File: src/rtl/led_bar_pkg.sv
// Shared types and constants for the 16-LED thermometer bar sequencer.
// Saturating step helpers treat any out-of-range level (17..31) as 16.
package led_bar_pkg;

  typedef enum logic [1:0] {
    MANUAL     = 2'd0,
    SWEEP_UP   = 2'd1,
    SWEEP_DOWN = 2'd2
  } led_bar_state_t;

  localparam logic [4:0] LED_BAR_MAX = 5'd16;
  localparam logic [4:0] LED_BAR_MIN = 5'd0;

  function automatic logic [4:0] sat_inc(input logic [4:0] v);
    return (v >= LED_BAR_MAX) ? LED_BAR_MAX : v + 5'd1;
  endfunction

  function automatic logic [4:0] sat_dec(input logic [4:0] v);
    if (v > LED_BAR_MAX) return LED_BAR_MAX - 5'd1;
    if (v == LED_BAR_MIN) return LED_BAR_MIN;
    return v - 5'd1;
  endfunction

endpackage

File: src/rtl/led_bar_controller_tick_gen.sv
// Sweep prescaler: pulses tick once every TICK_DIV enabled cycles.
// The counter is held cleared while enable is low.
module tick_gen #(
  parameter int TICK_DIV = 50_000_000
) (
  input  logic clk,
  input  logic rst,
  input  logic enable,
  output logic tick
);

  localparam int W = (TICK_DIV > 1) ? $clog2(TICK_DIV) : 1;
  localparam logic [W-1:0] LAST = W'(TICK_DIV - 1);

  logic [W-1:0] cnt;

  always_ff @(posedge clk or posedge rst) begin
    if (rst) begin
      cnt <= '0;
    end else if (!enable || cnt == LAST) begin
      cnt <= '0;
    end else begin
      cnt <= cnt + 1'b1;
    end
  end

  assign tick = enable && (cnt == LAST);

endmodule

File: src/rtl/led_bar_controller.sv
// LED bar level sequencer: manual up/down stepping or automatic 0..16 ping-pong sweep.
// Define LED_BAR_BTN_SYNC_EN to pass buttons through a 2-flop synchronizer and rising-edge detector.
module led_bar_controller
  import led_bar_pkg::*;
#(
  parameter int TICK_DIV = 50_000_000
) (
  input  logic       clk,
  input  logic       rst,
  input  logic       btn_up,
  input  logic       btn_down,
  input  logic       auto_en,
  output logic [4:0] current_count,
  output logic       at_max,
  output logic       at_min,
  output logic       sweep_dir
);

  logic up_evt;
  logic down_evt;

`ifdef LED_BAR_BTN_SYNC_EN
  logic [1:0] up_sync;
  logic [1:0] down_sync;
  logic       up_prev;
  logic       down_prev;

  always_ff @(posedge clk or posedge rst) begin
    if (rst) begin
      up_sync   <= 2'b00;
      down_sync <= 2'b00;
      up_prev   <= 1'b0;
      down_prev <= 1'b0;
    end else begin
      up_sync   <= {up_sync[0], btn_up};
      down_sync <= {down_sync[0], btn_down};
      up_prev   <= up_sync[1];
      down_prev <= down_sync[1];
    end
  end

  assign up_evt   = up_sync[1] & ~up_prev;
  assign down_evt = down_sync[1] & ~down_prev;
`else
  assign up_evt   = btn_up;
  assign down_evt = btn_down;
`endif

  led_bar_state_t state;
  led_bar_state_t state_next;
  logic [4:0]     count;
  logic [4:0]     count_next;
  logic           tick;
  logic           sweep_active;

  // Gating with auto_en clears the prescaler on the exit edge and suppresses a coincident tick.
  assign sweep_active = (state != MANUAL) && auto_en;

  tick_gen #(.TICK_DIV(TICK_DIV)) u_tick (
    .clk    (clk),
    .rst    (rst),
    .enable (sweep_active),
    .tick   (tick)
  );

  always_ff @(posedge clk or posedge rst) begin
    if (rst) begin
      state <= MANUAL;
      count <= LED_BAR_MIN;
    end else begin
      state <= state_next;
      count <= count_next;
    end
  end

  // Buttons are only honoured in MANUAL while auto_en is low, so the entry edge never steps.
  always_comb begin
    state_next = state;
    count_next = count;
    case (state)
      MANUAL: begin
        if (auto_en) begin
          state_next = (count >= LED_BAR_MAX) ? SWEEP_DOWN : SWEEP_UP;
        end else if (up_evt && !down_evt) begin
          count_next = sat_inc(count);
        end else if (down_evt && !up_evt) begin
          count_next = sat_dec(count);
        end
      end
      SWEEP_UP: begin
        if (!auto_en) begin
          state_next = MANUAL;
        end else if (tick) begin
          count_next = sat_inc(count);
          if (count_next == LED_BAR_MAX) state_next = SWEEP_DOWN;
        end
      end
      SWEEP_DOWN: begin
        if (!auto_en) begin
          state_next = MANUAL;
        end else if (tick) begin
          count_next = sat_dec(count);
          if (count_next == LED_BAR_MIN) state_next = SWEEP_UP;
        end
      end
      default: state_next = MANUAL;
    endcase
  end

  always_comb begin
    current_count = count;
    at_max        = (count == LED_BAR_MAX);
    at_min        = (count == LED_BAR_MIN);
    sweep_dir     = (state == SWEEP_DOWN);
  end

endmodule

File: config.mk
export PLATFORM = sky130hd
export DESIGN_NAME = led_bar_controller
export DESIGN_NICKNAME = d
export VERILOG_FILES = /design/src/rtl/led_bar_pkg.sv /design/src/rtl/led_bar_controller_tick_gen.sv /design/src/rtl/led_bar_controller.sv
export SDC_FILE = /design/constraint.sdc
export NUM_CORES = 1
export LEC_CHECK = 0
export BUFFER_PORTS_ARGS = -buffer_cell sky130_fd_sc_hd__buf_2
export CAP_MARGIN = 20
export CORE_MARGIN = 2
export CORE_UTILIZATION = 35
export DETAILED_ROUTE_END_ITERATION = 10
export GPL_TIMING_DRIVEN = 0
export RECOVER_POWER = 100
export SYNTH_ARGS = -nofsm -noshare
export SYNTH_HDL_FRONTEND = slang
export SYNTH_SLANG_ARGS = --single-unit
File: constraint.sdc
create_clock -name clk -period 3.2 [get_ports clk]
set_input_delay 0.16 -clock clk [delete_from_list [all_inputs] [get_ports clk]]
set_output_delay 0.16 -clock clk [all_outputs]
set_load 0.03 [all_outputs]
## After elaboration in Yosys (flattened, before gate mapping)

Cells that the tools add are included.

- Flip-flop bits (word level): 33
- Bits of input ports: 5
- Output and inout port bits: 8
- Word-level logic and storage cells: 85

- Add/sub/neg operators: 3
- $lt $le $gt $ge: 2
- Equal/unequal tests: 16
- Multiplexer cells: 46
- Reduce and logical (&&, ||, !) cells: 15

Operators by type and width:

| kind | number |
|---|---|
| two-way mux 5 bit | 17 |
| adder 26 x 1 -> 26 bit (second input constant) | 1 |
| == test 26 bit (second input constant) | 1 |
| two-way mux 26 bit | 1 |
| two-way mux 1 bit | 18 |
| two-way mux 2 bit | 8 |
| one-hot mux 5 bit (3 select lines) | 1 |
| == test 5 bit (second input constant) | 2 |
| zero test 5 bit | 2 |
| inequality test 2 bit (second input constant) | 5 |
| inequality test 3 bit (second input constant) | 3 |
| AND reduction 7 bit | 1 |
| inequality test 3 x 2 -> 1 bit (second input constant) | 2 |
| one-hot mux 2 bit (3 select lines) | 1 |
| adder 5 x 1 -> 5 bit (second input constant) | 1 |
| >= comparator 5 bit (second input constant) | 1 |
| > comparator 5 bit (second input constant) | 1 |
| AND reduction 5 bit | 1 |
| subtractor 5 x 1 -> 5 bit (second input constant) | 1 |
| logical AND 1 bit | 4 |
| zero test 1 bit | 3 |
| nonzero test 3 bit | 1 |
| == test 2 x 1 -> 1 bit (second input constant) | 1 |
| == test 2 bit (second input constant) | 1 |
| other kinds (4) | 4 |

## Longest topological paths before layout

Gate-level depths: netlist of run 1.

- Word-level depth: 20
- Mapped depth: 9
- Depth with buffers taken out: 7

## Modules after synthesis

Synthesis of run 1 repeated with hierarchy kept, for this count alone.

- Cell total of the unflattened synthesis: 265
- Area, all modules: 2339.7 um^2

Modules (own cells, without submodules):

| module | instances | cells each | area each (um^2) | sequential area each (um^2) |
|---|---|---|---|---|
| tick_gen | 1 | 149 | 1437.6 | 650.6 |
| led_bar_controller | 1 | 116 | 902.1 | 175.2 |

## Worst setup path after synthesis of run 1

OpenSTA, ideal clock, no wires.

- Path type: register -> register
- From: register count[0] (netlist: current_count[0])
- To: register state[0]
- Setup time: 0.125 ns
- Data arrival time: 2.146 ns
- Data required time: 3.075 ns
- Slack: 0.929 ns
- Stages on the path, launching flop included: 9
- Path buffers: 1
- Clock period less this slack: 2.271 ns
- Cells stage by stage: dfrtp_1 > buf_2 > inv_1 > ha_1 > o21ba_2 > mux2i_1 > a211oi_2 > o221ai_2 > mux2_2

- Longest elaborated chain between the ends: 14
- Elaborated cells between the ends (all ways): 29
- Classes of those cells: add/sub (2); order compare (2); eq/ne (3); mux (19); reduce/logical (3)

Ends and longest elaborated chain:

| item | line | RTL |
|---|---|---|
| start: declaration | led_bar_controller.sv:51 | `logic [4:0] count;` |
| start signal: assignment | led_bar_controller.sv:72 | `count <= count_next;` |
| branches (longest 14 deep; another with > comparator 5 bit) | n/a |  |
| end signal: assignment | led_bar_controller.sv:71 | `state <= state_next;` |
| end: declaration | led_bar_controller.sv:49 | `led_bar_state_t state;` |

Parallel ways; which one is timed is not known. The select of a mux whose other input is x is not followed.
A chain may end at the register's enable or synchronous reset.

## Worst setup path in the final report of run 1

- From: register count[0] (netlist: current_count[0])
- To: register state[1]

The elaborated chain is that of the path after synthesis.

==> impl_results.md, run 1 <==
* Slew headroom at 0.350
* VDD IR max at 0.447 mV
* Count of pins over their slew limit at 0
* Total Neg Setup Slack at 0 ps
* DP HPWL at 3.22 mm
* CP Max Fanout at 9
* Clock skew at 5.90 ps
* Setup CP Type: flip-flop to flip-flop
* Sequential cell area fraction in the yosys report at 0.367
* Gate Count Post-Synth at 237
* First-pass GRT wire length at 8.02 mm
* Largest net degree at the start of global routing at 19
* Tcrit/Tclk final at 0.821
* Final setup fails at 0
* Slowest CP cell: nor3b_4
* Area of the die at 0.00708 mm^2
* Startpoint class of the critical path: flip-flop
* CP max stage delay at 440 ps
* Min cycle time layout at 2630 ps
* Core Region at 0.00628 mm^2
* Hold Worst Slack at 221 ps
* First-pass detailed-route iteration total at 4
* # fillers at 644
* Clk_lat worst skew at 290 ps
* DR iter-0 viols at 111
* N_diodes at 0
* Commonest non-fill, non-tap cell in the layout: nor2_1
* Clock slew at reported path FFs at 70 ps
* Starting Density at 0.358
* Post-CTS Repair Setup Buffers at 0
* DR WL/cell at 13.5 um
* PnR worst setup slack at 573 ps
* CTS Buf Count at 5
* Placer Congestion at 0.856
* RSZ-0062 raised after global routing: no
* CP Cell Sequence: clkbuf_1 > inv_1 > ha_1 > nor3b_4 > o21ai_2 > a211oi_1 > o221ai_2 > mux2_2
* TritonCTS clock tree: yes
* Post-synth EDFFs at 0
* Synth Warn # at 0
* CTS resizes at 0
* Synthesis-stage register bit count at 33
* Max Clk Rate at 0.381 GHz
* Crit end category: flip-flop
* Row cnt at 29
* Number of port buffers at 12
* Post-Syn Area per Cell at 9.49 um^2
* Number of global-route vias before repair at 1695
* Async SR Flop Fraction at 1.00
* Chip Height at 84.2 um
* Status: finished clean
* Met2 wire len at 2.03 mm
* Dpl ws at 828 ps
* Share of post-route cells with drive strength above 1 at 0.120
* Layout area overhead at 8.56%
* Die W at 84.2 um
* Total number of vias at 1754
* Synth Flop Type: dfrtp_1
* Class of the worst hold path: input pin to flip-flop
* Io pins at 13
* Antenna-violating nets left at 0
* Clock Path Buffers at 2
* Fin. Hold Viols at 0
* Leak pwr at 0.00103 uW
* Multi-input logic area at 0.00124 mm^2
* Wl on met1 at 2.27 mm
* Clock Sink Count at 33
* Clk root buf: clkbuf_8
* Fin nets at 272
* Pwr Density at 788 mW/mm^2
* Commonest cells after routing, fill and taps aside: 37 x nor2_1, 33 x dfrtp_1, 19 x xor2_1
* Worst slew pin tran at 976 ps
* DP Area at 0.00243 mm^2
* Post-Synthesis Cell Area at 0.00225 mm^2
* Routed WL at 4.52 mm
* Post-synth net total at 251
* Arr. time, crit path at 2800 ps
* Met3 routed WL at 162 um
* Cts hold-fix bufs at 1
* H-tree depth at 2
* Total gr overflow at 0
* Initial antenna violation count at 0
* Drt drc at 0
* FF/Latch Area at 826 um^2
* Via density at 5.22
* Gr usage total at 0.139
* Final instance area at 0.00244 mm^2
* MaxCap Viol Count at 0
* Top Layer Used: met4
* Library cells used by synthesis at 56
* Worst EP required at 3370 ps
through the flow:
step / total power (uW) / utilization / instances
final: 1920 / 0.389 / 336
after global routing: 2080 / 0.389 / 336
after CTS: 2000 / 0.405 / 336
after detailed placement: 1650 / 0.388 / 327
after global placement: 1630 / 0.383 / 326
after floorplan: 1410 / - / 237
final cells by class:
cell class | instances | area share
Clock inverter | 1 | 0.00205
Inverter | 11 | 0.0169
Tap cell | 77 | 0.0394
Buffer | 10 | 0.0282
Timing Repair Buffer | 14 | 0.0266
Multi-Input combinational cell | 183 | 0.509
Clock buffer | 7 | 0.0394
Sequential cell | 33 | 0.338
registers in the layout, summed over array words and instances (netlist names):
name	count
current_count	5
state	2
u_tick.cnt	26
path summary, 6_finish.rpt:
path / start / slack [ps] / cells after the start / endpoint
hold / removal: auto_en / 220 / 3 / u_tick.cnt[6]
max in group asynchronous: rst / 1440 / 4 / u_tick.cnt[1]
setup reg to reg: current_count[0] / 570 / 8 / state[1]
setup / recovery: current_count[0] / 570 / 8 / state[1]
min in group asynchronous: rst / 480 / 3 / current_count[3]
hold reg to reg: u_tick.cnt[0] / 480 / 1 / u_tick.cnt[0]
synthesized netlist by cell type (3+ instances only):
| cell type | count | area share |
|---|---|---|
| inv_1 | 10 | 0.017 |
| and3_1 | 6 | 0.017 |
| nor3_1 | 3 | 0.0067 |
| and2_1 | 4 | 0.011 |
| nand2b_1 | 3 | 0.0083 |
| clkbuf_1 | 3 | 0.0050 |
| nand2_1 | 14 | 0.023 |
| mux2i_1 | 3 | 0.013 |
| a21oi_1 | 8 | 0.018 |
| o21ai_0 | 3 | 0.0067 |
| buf_6 | 3 | 0.015 |
| o211ai_1 | 3 | 0.010 |
| nor2_1 | 28 | 0.047 |
| nand4_1 | 12 | 0.033 |
| xor2_1 | 19 | 0.074 |
| nor2_2 | 8 | 0.022 |
| ha_1 | 9 | 0.050 |
| dfrtp_1 | 33 | 0.37 |
| nand3_1 | 9 | 0.020 |
| mux2_2 | 5 | 0.025 |
| xnor2_1 | 7 | 0.027 |
metal layers:
| metal | global-route usage | vias to the layer above |
|---|---|---|
| met2 | 0.208 | 38 |
| met3 | 0.0315 | 6 |
| met1 | 0.198 | 838 |
| met4 | 0.0499 | 0 |
| li1 | - | 872 |
| met5 | 0 | - |
critical path: cells and delay by family (launching register included):
kind	cells	cell delay [ps]
compound gates	3	700
fa+ha+maj	1	270
mux	1	290
flops	1	400
simple gates	1	440
buf+inv	2	400
report_power, final:
group / switching, uW / internal, uW / leakage (uW)
Sequential: 52.2 / 471 / 0.000449
Combinational: 633 / 423 / 0.000523
Clock: 150 / 194 / 0.0000542
cell families (layout without fill, tap and decap cells):
group	after synthesis	count (layout)	share of synthesized area
fa+ha+maj	11	11	0.0590
compound gates	32	32	0.111
xor+xnor	26	26	0.101
mux	8	8	0.0384
flops	33	33	0.367
simple gates	106	106	0.267
buf+inv	21	43	0.0562
(Power assumes the default switching activity.)
==> inputs of run 2 (changes only) <==
- clock period: 3.2 -> 2.46 ns (I/O delays scaled with it)
==> run 2 against run 1 <==
Compared with the run above:
- core utilization grew 0.74 points
- clock power up 30%
- register-to-register slack got worse by 400 ps
==> impl_results.md, run 2 (synthesis gave the netlist of run 1 again) <==
* DR iter-0 viols at 90 (-19%)
* Status: finished clean
* # fillers at 640 (-0.62%)
* Fin nets at 275 (+1.1%)
* Sw Share at 0.433 (-0.00113)
* First-pass detailed-route iteration total at 4 (unchanged)
* VDD IR max at 0.555 mV (+24%)
* First-pass GRT wire length at 8.02 mm (unchanged)
* Commonest cells after routing, fill and taps aside: 37 x nor2_1, 33 x dfrtp_1, 19 x xor2_1
* Clk_lat worst skew at 290 ps (about the same)
* Clock skew at 5.93 ps (+0.0299 ps)
* Largest Register: u_tick.cnt
* Placer Congestion at 0.856 (unchanged)
* RSZ-0062 raised after global routing: no
* FF-to-FF path depth at 8 (unchanged)
* Max Clk Rate at 0.437 GHz (+15%)
* Io pins at 13 (unchanged)
* Die W at 84.2 um (unchanged)
* Class of the worst hold path: input pin to flip-flop
* CTS Buf Count at 5 (unchanged)
* Clock slew at reported path FFs at 70 ps (about the same)
* Worst slew pin tran at 978 ps (+1.92 ps)
* Min cycle time layout at 2290 ps (-337 ps)
* Setup CP Type: flip-flop to flip-flop
* Net Sw Power at 1110 uW (+33%)
* Largest net degree at the start of global routing at 19 (unchanged)
* CP max stage delay at 370 ps (-70 ps)
* N_diodes at 0 (unchanged)
* TritonCTS clock tree: yes
* MaxCap Viol Count at 0 (unchanged)
* Core Region at 0.00628 mm^2 (unchanged)
* Gate power share at 0.561 (+0.012)
* Clk pwr share at 0.174 (-0.005)
* Crit end category: flip-flop
* Sequential power share at 0.265 (-0.007)
* PnR worst setup slack at 170 ps (-403 ps)
* R2r endpoint: state[1]
* R2R Setup Slk at 170 ps (-400 ps)
* Slew headroom at 0.348 (-0.00128)
* Area of the die at 0.00708 mm^2 (unchanged)
* Slowest CP cell: dfrtp_1
* Count of pins over their slew limit at 0 (unchanged)
* Total Neg Setup Slack at 0 ps (unchanged)
* Worst EP required at 2630 ps (-740 ps)
* Number of global-route vias before repair at 1695 (unchanged)
* Layout area overhead at 10.6%
* Commonest non-fill, non-tap cell in the layout: nor2_1
* Hold path depth at 3 (unchanged)
* CP Cell Sequence: clkbuf_4 > inv_1 > ha_1 > o21ba_2 > mux2i_2 > a211oi_2 > o221ai_2 > mux2_2
* Via density at 5.20 (-0.43%)
* Drt drc at 0 (unchanged)
* Clk root buf: clkbuf_8
* Final setup fails at 0 (unchanged)
* H-tree depth at 2 (unchanged)
* Fin. Hold Viols at 0 (unchanged)
* Critical R2R Launch: current_count[0]
* Chip Height at 84.2 um (unchanged)
* Antenna-violating nets left at 0 (unchanged)
* Clock Path Buffers at 2 (unchanged)
* HP Start: auto_en
* Number of port buffers at 12 (unchanged)
* Starting Density at 0.358 (unchanged)
* Gr usage total at 0.139 (unchanged)
* Arr. time, crit path at 2460 ps (-340 ps)
* Final Core Density at 0.396 (+0.00738)
* Hold endpoint: u_tick.cnt[6]
* Tcrit/Tclk final at 0.931 (+0.110)
* Total gr overflow at 0 (unchanged)
* Routed WL at 4.57 mm (+1.1%)
* Pwr Density at 1030 mW/mm^2 (+31%)
* DR WL/cell at 13.5 um (+0.19%)
* Share of post-route cells with drive strength above 1 at 0.149 (+0.0292)
* Total number of vias at 1762 (+0.46%)
* Cell Int Power at 1460 uW (+34%)
* DP HPWL at 3.22 mm (unchanged)
* Leak pwr at 0.00105 uW (+2.4%)
* CP Max Fanout at 9 (unchanged)
* Startpoint class of the critical path: flip-flop
* Row cnt at 29 (unchanged)
* Dpl ws at 87.7 ps (-740 ps)
* Clock Sink Count at 33 (unchanged)
* Number of flip-flops in the largest register at 26 (unchanged)
* Initial antenna violation count at 0 (unchanged)
[run 2: metal layers]
layer	vias up	wire length, um	track usage
met5	-	0	0
met2	26	2050	0.208
li1	877	-	-
met1	853	2300	0.198
met4	0	65	0.0499
met3	6	147	0.0315
[run 2: cell type report]
class | instances | area [um^2] | area share
plain buffers | 10 | 80.1 | 0.0322
clock buffers | 7 | 96.3 | 0.0387
clock inverters | 1 | 5.00 | 0.00201
inverters | 11 | 41.3 | 0.0166
multi-input cells | 183 | 1260 | 0.506
flip-flops and latches | 33 | 826 | 0.332
well taps | 77 | 96.3 | 0.0387
repair buffers | 17 | 85.1 | 0.0342
[run 2: how the worst max path moves through the flow]
stage,startpoint,to,slack [ps],depth (start not counted)
floorplan,current_count[0],state[0],190,8
global placement,current_count[0],state[1],110,8
detailed placement,current_count[0],state[1],90,8
CTS,current_count[0],state[1],70,8
global route,current_count[0],state[1],20,8
finish,current_count[0],state[1],170,8
[run 2: worst max-delay path, delay by kind of cell, from the launching register on]
kind                       cells  cell delay (ps)
AOI/OAI and AO/OA              3              610
muxes                          2              610
DFF                            1              370
buffers and inverters          2              310
adders and majority gates      1              280
[run 2: power by group through the flow]
stage / combinational, uW / clock, uW / sequential (uW)
finish: 1440 / 448 / 681
global route: 1590 / 489 / 695
CTS: 1460 / 465 / 680
detailed placement: 1450 / 0 / 691
global placement: 1430 / 0 / 687
floorplan: 1070 / 0 / 756
[run 2: repair_timing]
action,in CTS,in global routing
resized for setup,0,2
hold buffers,1,0
hold endpoints to repair,15,0
endpoints found under the setup margin,0,2
setup buffers,0,3
[run 2: stage by stage]
stage,instances,hold WS [ps],instance area [um^2],power [uW]
after floorplan,237,252,2250,1830
after global routing,339,230,2490,2780
after CTS,336,177,2540,2600
after global placement,326,474,2410,2110
final,339,188,2490,2570
after detailed placement,327,270,2430,2140
==> inputs of run 3 (changes only) <==
- CORE_MARGIN: 2 -> default
- clock period: 2.46 -> 2.22 ns (I/O delays scaled with it)
==> run 3 against run 2 <==
Compared with the run above:
- non-clock buffer count shrank 2
- first-iteration DRC count rose by 16%
- via count up 0.34%
- core utilization increased by 1.8 points
- flip-flop and latch count did not move
- critical path depth decreased by 1
- count of clock-buffer cells in the layout unchanged
- clock power is 1% lower
- power up 10%
- worst hold slack worse by 8.5 ps
==> impl_results.md, run 3 (synthesis gave the netlist of run 1 again) <==
* Clk_lat worst skew at 290 ps (about the same)
* Crit path to: current_count[3]
* R2r endpoint: current_count[3]
* CP Max Fanout at 8 (-1)
* Area of the die at 0.00675 mm^2 (-4.7%)
* Share of post-route cells with drive strength above 1 at 0.173 (+0.0242)
* R2R Setup Slk at 140 ps (-30 ps)
* Clock slew at reported path FFs at 70 ps (about the same)
* CP max stage delay at 410 ps (+40 ps)
* Status: finished clean
* Clk root buf: clkbuf_8
* Via density at 5.28 (+1.5%)
* First-pass GRT wire length at 7.96 mm (-0.77%)
* DR iter-0 viols at 104 (+16%)
* DR WL/cell at 13.9 um (+2.9%)
* Startpoint class of the critical path: flip-flop
* Fin. Hold Viols at 0 (unchanged)
* CTS Buf Count at 5 (unchanged)
* PnR worst setup slack at 141 ps (-28.8 ps)
* Number of flip-flops in the largest register at 26 (unchanged)
* DP HPWL at 3.33 mm (+3.4%)
* Setup CP Type: flip-flop to flip-flop
* Crit path from: u_tick.cnt[0]
* Final non-filler cell total at 335 (-1.2%)
* Pwr Density at 1130 mW/mm^2 (+9.3%)
* Antenna-violating nets left at 0 (unchanged)
* Slew headroom at 0.603 (+0.254)
* N_diodes at 0 (unchanged)
* Total number of vias at 1768 (+0.34%)
* Slowest CP cell: dfrtp_1
* Min cycle time layout at 2080 ps (-211 ps)
* Chip Height at 82.2 um (-2.4%)
* Commonest non-fill, non-tap cell in the layout: nor2_1
* Total power at 2840 uW (+10%)
* Tcrit/Tclk final at 0.937 (+0.00552)
* Dpl cells at 325 (-0.61%)
* HP Start: auto_en
* Initial antenna violation count at 0 (unchanged)
* Die W at 82.2 um (-2.4%)
* Worst slew pin tran at 593 ps (-385 ps)
* Largest net degree at the start of global routing at 22 (+3)
* Clock Sink Count at 33 (unchanged)
* Drt drc at 0 (unchanged)
* RSZ-0062 raised after global routing: no
* Final setup fails at 0 (unchanged)
* Max Clk Rate at 0.481 GHz (+10%)
* MaxCap Viol Count at 0 (unchanged)
* Number of global-route vias before repair at 1730 (+2.1%)
* FF-to-FF path depth at 7 (-1)
* Largest Register: u_tick.cnt
* TritonCTS clock tree: yes
* Clock Path Buffers at 2 (unchanged)
* Leak pwr at 0.00107 uW (+1.5%)
* Hold Worst Slack at 180 ps (-8.45 ps)
* Crit end category: flip-flop
* Placer Congestion at 0.832 (-2.8%)
* Io pins at 13 (unchanged)
* VDD IR max at 0.710 mV (+28%)
* Critical R2R Launch: u_tick.cnt[0]
* Starting Density at 0.371 (+0.0128)
* Count of pins over their slew limit at 0 (unchanged)
* H-tree depth at 2 (unchanged)
* Core Region at 0.00606 mm^2 (-3.4%)
* Layout area overhead at 11.6%
* Total gr overflow at 0 (unchanged)
* Clock skew at 12.0 ps (+6.10 ps)
* CP Cell Sequence: ha_1 > and4_1 > and2_4 > buf_6 > and3b_4 > a22oi_4 > mux2_2
* Final instance area at 0.00251 mm^2 (+0.85%)
* Row cnt at 28 (-3.4%)
* Routed WL at 4.65 mm (+1.7%)
* # fillers at 618 (-3.4%)
* Commonest cells after routing, fill and taps aside: 33 x nor2_1, 31 x dfrtp_1, 19 x xor2_1
* Number of port buffers at 12 (unchanged)
* Class of the worst hold path: input pin to flip-flop
* DP Area at 0.00243 mm^2 (about the same)
* First-pass detailed-route iteration total at 4 (unchanged)
* Gr usage total at 0.156 (+0.0166)
* Fin nets at 273 (-0.73%)
* Worst EP required at 2400 ps (-230 ps)
* Arr. time, crit path at 2250 ps (-210 ps)
* Dpl ws at -119 ps (-206 ps)
-- run 3: cell type report --
class,instances,area [um^2],share of cell area
Buffer,9,65.1,0.0259
Clock buffer,7,76.3,0.0304
Clock inverter,1,7.51,0.00299
Inverter,11,41.3,0.0165
Multi-Input combinational cell,183,1290,0.515
Sequential cell,33,828,0.330
Tap cell,75,93.8,0.0374
Timing Repair Buffer,16,104,0.0414
-- run 3: worst min-delay path by stage --
stage | endpoint | slack (ps) | cells past startpoint
6_report | u_tick.cnt[6] | 180 | 3
5_1_grt | u_tick.cnt[6] | 200 | 3
4_1_cts | u_tick.cnt[6] | 180 | 3
3_5_place_dp | current_count[4] | 210 | 2
3_3_place_gp | u_tick.cnt[0] | 470 | 1
2_1_floorplan | current_count[1] | 240 | 1
-- run 3: worst max-delay path, delay by kind of cell, from the launching register on --
family                   cells  cell delay [ps]
AND/OR/NAND/NOR              3              550
flip-flops                   1              410
multiplexers                 1              370
adder cells (fa/ha/maj)      1              250
AO/OA/AOI/OAI                1              250
buffers and inverters        1              130
-- run 3: report_power, final --
| group | switching, uW | internal [uW] |
|---|---|---|
| Sequential | 72.7 | 682 |
| Clock | 220 | 222 |
| Combinational | 956 | 682 |
| Total | 1250 | 1590 |
-- run 3: repair_timing --
action,in CTS,in global routing
pin swaps,0,1
gates resized for setup,1,3
endpoints found under the hold margin,12,0
setup buffers,1,1
setup endpoints to repair,2,2
hold buffers,1,0
-- run 3: per-layer routing --
layer  part of all wire  vias to the layer above  routed length, um  track usage
li1                   -                      878                  -            -
met3              0.035                        7                162       0.0330
met1               0.49                      855               2280        0.211
met2               0.46                       28               2140        0.243
met4              0.013                        0                 61       0.0579
met5                  0                        -                  0            0
-- run 3: stage by stage --
stage	setup TNS, ps	util
after floorplan	0	-
after global routing	0	0.414
after CTS	0	0.418
final	0	0.414
after global placement	-200	0.397
after detailed placement	-236	0.401
